===== src/rtl/sr_word_ctrl.sv =====
// Word-access controller for a recirculating shift register.
// The LENGTH-bit loop is treated as LENGTH/WIDTH words of WIDTH bits each.
// A free-running position counter tracks which bit is on sr_data_out.
// One read or write is served at a time. The controller waits for the target
// word to rotate past the output, then either splices new bits in (write) or
// samples them (read).
module sr_word_ctrl #(
   parameter int LENGTH = 40,
   parameter int WIDTH  = 4,
   parameter int ADDR_W = 4
) (
   input  logic                      clk,
   input  logic                      rst,
   input  logic                      req_valid,
   output logic                      req_ready,
   input  logic                      req_write,
   input  logic [ADDR_W-1:0]         req_addr,
   input  logic [WIDTH-1:0]          req_wdata,
   output logic                      rsp_valid,
   output logic [WIDTH-1:0]          rsp_rdata,
   output logic                      sr_recirc,
   output logic                      sr_data_in,
   input  logic                      sr_data_out,
   output logic [$clog2(LENGTH)-1:0] sr_pos
);

   localparam int POS_W = $clog2(LENGTH);
   localparam int WORDS = LENGTH / WIDTH;
   localparam int K_W   = (WIDTH > 1) ? $clog2(WIDTH) : 1;

   typedef enum logic [1:0] {
      IDLE,
      SEEK,
      XFER,
      RESP
   } state_t;

   state_t             state;
   state_t             state_next;
   logic [POS_W-1:0]   pos;
   logic [K_W-1:0]     k;
   logic               lat_write;
   logic [ADDR_W-1:0]  lat_addr;
   logic [WIDTH-1:0]   lat_wdata;
   logic [WIDTH-1:0]   cap;
   logic [WIDTH-1:0]   cap_next;
   logic               accept;
   logic               req_in_range;
   logic               req_at_start;
   logic               lat_at_start;
   logic               k_last;
   logic               pos_last;

   // The position one before a word's base. When pos equals this value,
   // the next edge brings bit 0 of the word onto sr_data_out.
   function automatic logic [POS_W-1:0] start_pos(input logic [ADDR_W-1:0] a);
      int unsigned b;
      b = (32'(a) * WIDTH + LENGTH - 1) % LENGTH;
      return POS_W'(b);
   endfunction

   // Addresses at or beyond WORDS do not touch the register.
   function automatic logic in_range(input logic [ADDR_W-1:0] a);
      return (32'(a) < WORDS);
   endfunction

   assign accept       = req_valid && (state == IDLE);
   assign req_in_range = in_range(req_addr);
   assign req_at_start = (pos == start_pos(req_addr));
   assign lat_at_start = (pos == start_pos(lat_addr));
   assign k_last       = (k == K_W'(WIDTH - 1));
   assign pos_last     = (pos == POS_W'(LENGTH - 1));
   assign sr_pos       = pos;

   // The bit position follows the rotating loop and never stalls. It wraps at LENGTH.
   always_ff @(posedge clk or posedge rst) begin
      if (rst) begin
         pos <= '0;
      end else begin
         pos <= pos_last ? '0 : pos + 1'b1;
      end
   end

   // FSM state register.
   always_ff @(posedge clk or posedge rst) begin
      if (rst) begin
         state <= IDLE;
      end else begin
         state <= state_next;
      end
   end

   // Next-state logic and outputs. The register recirculates unless a write is splicing bits.
   always_comb begin
      state_next = state;
      req_ready  = 1'b0;
      rsp_valid  = 1'b0;
      sr_recirc  = 1'b1;
      sr_data_in = 1'b0;
      unique case (state)
         IDLE: begin
            req_ready = 1'b1;
            if (req_valid) begin
               if (!req_in_range) begin
                  state_next = req_write ? IDLE : RESP;
               end else if (req_at_start) begin
                  state_next = XFER;
               end else begin
                  state_next = SEEK;
               end
            end
         end
         SEEK: begin
            if (lat_at_start) begin
               state_next = XFER;
            end
         end
         XFER: begin
            if (lat_write) begin
               sr_recirc  = 1'b0;
               sr_data_in = lat_wdata[k];
            end
            if (k_last) begin
               state_next = lat_write ? IDLE : RESP;
            end
         end
         RESP: begin
            rsp_valid  = 1'b1;
            state_next = IDLE;
         end
         default: begin
            state_next = IDLE;
         end
      endcase
   end

   // This is the captured word with the bit currently on sr_data_out merged in at slot k.
   always_comb begin
      cap_next    = cap;
      cap_next[k] = sr_data_out;
   end

   // Request latching, the bit counter, and read capture.
   // A read's result is published on the same edge that captures its last bit,
   // so it is already stable during the RESP cycle.
   always_ff @(posedge clk or posedge rst) begin
      if (rst) begin
         lat_write <= 1'b0;
         lat_addr  <= '0;
         lat_wdata <= '0;
         k         <= '0;
         cap       <= '0;
         rsp_rdata <= '0;
      end else begin
         if (accept) begin
            lat_write <= req_write;
            lat_addr  <= req_addr;
            lat_wdata <= req_wdata;
            cap       <= '0;
            if (!req_write && !req_in_range) begin
               rsp_rdata <= '0;
            end
         end
         if (state == XFER) begin
            k <= k_last ? '0 : k + 1'b1;
            if (!lat_write) begin
               cap <= cap_next;
               if (k_last) begin
                  rsp_rdata <= cap_next;
               end
            end
         end else begin
            k <= '0;
         end
      end
   end

endmodule

===== config.mk =====
export PLATFORM = sky130hd
export DESIGN_NAME = sr_word_ctrl
export DESIGN_NICKNAME = d
export VERILOG_FILES = /design/src/rtl/sr_word_ctrl.sv
export SDC_FILE = /design/constraint.sdc
export NUM_CORES = 1
export LEC_CHECK = 0
export CAP_MARGIN = 20
export CORE_ASPECT_RATIO = 0.9
export CORE_MARGIN = 2
export CORE_UTILIZATION = 50
export DETAILED_ROUTE_END_ITERATION = 12
export GPL_TIMING_DRIVEN = 0
export PLACE_DENSITY_LB_ADDON = 0.2
export SLEW_MARGIN = 20
export SYNTH_ARGS = -nofsm -noshare
export SYNTH_HDL_FRONTEND = slang
export SYNTH_SLANG_ARGS = --single-unit

===== constraint.sdc =====
create_clock -name clk -period 2.6 [get_ports clk]
set_input_delay 0.39 -clock clk [delete_from_list [all_inputs] [get_ports clk]]
set_output_delay 0.39 -clock clk [all_outputs]
set_load 0.02 [all_outputs]

==> results.txt <==
Rows: 22
Final setup fails: 2
CP cell instances: buf_4 -> ha_2 -> a21boi_2 -> o21ai_2 -> and2_4 -> ha_2 -> xnor2_2 -> a2111oi_4 -> a41oi_2 -> o311ai_2 -> nand2_1 -> a311o_1
Status: complete, but fails checks
Count of hold-fix buffers inserted at cts: 0
Layout cell share with drive strength beyond 1: 0.279
Fin worst setup slack: -0.195 ns
Die Ht: 65.6 µm
Area Overhead vs Synth: 37.7%
Sequential fraction of the synthesis area: 0.309
Die Footprint: 4750 µm²
Clock share of power: 0.103
Post-DP HPWL: 3480 µm
Top Family by Delay on Critical Path: compound AO/OA/AOI/OAI gates
Clock Latency Late Sink: 0.27 ns
Dpl ws: -0.692 ns
WP depth: 12
Top Usage Layer GRT: met2
FF+latch count, synth: 26
I/O Pins: 27
Synth cell types: 55
CTS Buffer Depth: 2
Vias in the first global route: 1,937
Most frequent cells in the layout: nand2_1, dfrtp_1, clkdlybuf4s50_1
TritonCTS Sinks: 26
Ys flop type: dfrtp_1
Actual slew at the worst max-slew pin: 0.575 ns
Core Util, Final: 0.712
Slowest CP cell: dfrtp_2
FFs w/ async S/R, synth: 1.00
Commonest non-fill, non-tap cell in the layout: nand2_1
Crit path to: state[0]
GRT overflow: 0
CP arrival: 2.95 ns
Starting Density: 0.517
Synthesized netlist cell count: 243
ANT nets after route: 0
Final Critical Period: 2.80 ns
Relative slew slack: 0.617
Post-synthesis instance area: 2110 µm²
Clock transition at path regs: 0.09 ns
Post-Place Cells: 316
Antenna Cells: 0
Critical path type: reg2reg
Total length of routed wires: 5340 µm
CTS Root Cell: clkbuf_8
Chip width: 72.4 µm
Grt met1 use: 0.335
CP dominant cell by count: ha_2
Syn nets: 270
Via/cell ratio: 5.86
Switching pwr: 1.03 mW
Non-Filler Instances: 342
Iter 0 DRT Violations: 100
Net Sw Frac: 0.415
Sequential power share: 0.245
CTS tree: done
Cells on worst reg2reg path: 12
Port bufs: 25
Post-synth EDFFs: 0
Final Hold Slack: 0.389 ns
Largest net degree at the start of global routing: 27
Met2 Resource Use GR: 0.391
Fin crit share: 1.08
Synth Area per Inst: 8.67 µm²
Final-report hold violation count: 0
Critical path launch point: lat_addr[1]
Maximum clock rate: 358 MHz
Remaining DRCs: 0
Tot GR Track Use: 0.235
Crit-path max FO: 5
RSZ-0062 raised after global routing: yes
Type of destination of the critical path: register
Placer Congestion: 0.786
Fill cells: 317
IR drop worst, VDD: 0.401 mV
Violated checks: negative setup slack
First drt pass iteration count: 5
Pwr/cell area: 853 nW/µm²
Hold Path Class: in2async
Met3 global-route usage: 0.0383
Count of final max-slew check failures: 0
Worst setup SP type: register
Via count: 2,004
Launching point of the worst reg2reg path: lat_addr[1]
Critical Path RT: 2.76 ns
Clk_skew: 0.00444 ns
Post-detailed-route wirelength per cell: 15.6 µm
R2r setup slk: -0.20 ns
Combinational cell fraction of total power: 0.651
Ys Warns: 0
P_leak: 1.28 nW
Initial antenna violation count: 0
Global-route wire length before repair: 8890 µm
H-tree level count: 1
CTS buffer count: 3
Maxcap violations: 0
Total power: 2.48 mW
CP max stage delay: 0.46 ns
Worst path bufs/invs: 1
Nets: 322
P_int: 1.45 mW
Core area: 4070 µm²
R2R Path End: state[0]
==> power groups by stage <==
stage | sequential, mW | combinational [mW] | clock [mW]
after floorplan | 0.612 | 0.819 | 0
after global placement | 0.608 | 1.06 | 0
after detailed placement | 0.610 | 1.09 | 0
after CTS | 0.603 | 1.40 | 0.267
after global routing | 0.627 | 1.75 | 0.285
final | 0.607 | 1.61 | 0.256
==> worst min-delay path by stage <==
stage              endpoint  depth (start not counted)  slack, ns
2_1_floorplan        cap[0]                          1       0.43
4_1_cts        lat_wdata[2]                          2       0.48
5_1_grt        rsp_rdata[2]                          2       0.41
3_5_place_dp   lat_wdata[2]                          2       0.46
3_3_place_gp   lat_wdata[1]                          2       0.45
6_report       rsp_rdata[3]                          2       0.39
==> metrics by stage <==
stage | area (µm²) | TNS, ns
floorplan | 2150 | -0.155
global placement | 2460 | -1.18
detailed placement | 2460 | -1.22
CTS | 2770 | -0.409
global route | 2900 | -0.587
finish | 2900 | -0.343
==> worst reg2reg max path, cell delays in order (launching register included) <==
cell,delay [ns]
dfrtp_2,0.46
buf_4,0.16
ha_2,0.20
a21boi_2,0.17
o21ai_2,0.16
and2_4,0.18
ha_2,0.18
xnor2_2,0.10
a2111oi_4,0.34
a41oi_2,0.09
o311ai_2,0.29
nand2_1,0.09
a311o_1,0.27
==> logic make-up (layout without fill, tap and decap cells) <==
| family | after synthesis | count (layout) | share of synthesized area |
|---|---|---|---|
| buffers and inverters | 29 | 80 | 0.0665 |
| AO/OA/AOI/OAI | 59 | 59 | 0.215 |
| flip-flops | 26 | 26 | 0.309 |
| adder cells (fa/ha/maj) | 14 | 14 | 0.0831 |
| XOR/XNOR | 12 | 12 | 0.0564 |
| AND/OR/NAND/NOR | 98 | 98 | 0.240 |
| multiplexers | 5 | 5 | 0.0297 |
==> synthesized netlist by cell type, drive strengths merged, types with 4 or more instances <==
| master | number | area, µm² |
|---|---|---|
| a21oi | 6 | 30.0 |
| a31oi | 6 | 37.5 |
| and2 | 8 | 50.1 |
| buf | 8 | 60.1 |
| clkbuf | 7 | 27.5 |
| dfrtp | 26 | 651 |
| ha | 14 | 175 |
| inv | 14 | 52.6 |
| mux2i | 4 | 40.0 |
| nand2 | 42 | 158 |
| nand2b | 6 | 37.5 |
| nand3 | 9 | 45.0 |
| nand4 | 4 | 25.0 |
| nor2 | 8 | 30.0 |
| o21ai | 15 | 75.1 |
| xnor2 | 5 | 43.8 |
| xor2 | 6 | 52.6 |
==> area by class of cell <==
type,count,area (µm²),share of cell area
inverter,14,52.6,0.0181
buffer,14,113,0.0388
tap,48,60.1,0.0207
sequential,26,653,0.225
clock buffer,4,55.1,0.0190
timing repair buffer,48,432,0.149
multi-input combinational,188,1540,0.530
==> what timing repair did <==
action | in CTS | in global routing
buffers inserted | 15 | 7
pin swaps | 17 | 10
setup endpoints to repair | 2 | 2
gates resized for setup | 32 | 13
==> layer usage <==
layer / part of all wire / vias up
li1: - / 979
met4: 0.0086 / 0
met5: 0 / -
met3: 0.054 / 6
met2: 0.47 / 58
met1: 0.46 / 961
==> state kept, by name, indices dropped and copies added (netlist names) <==
name / count
lat_wdata: 4
k: 2
lat_write: 1
state: 2
cap: 3
sr_pos: 6
rsp_rdata: 4
lat_addr: 4
No activity file was read; power rests on OpenSTA's default activity.
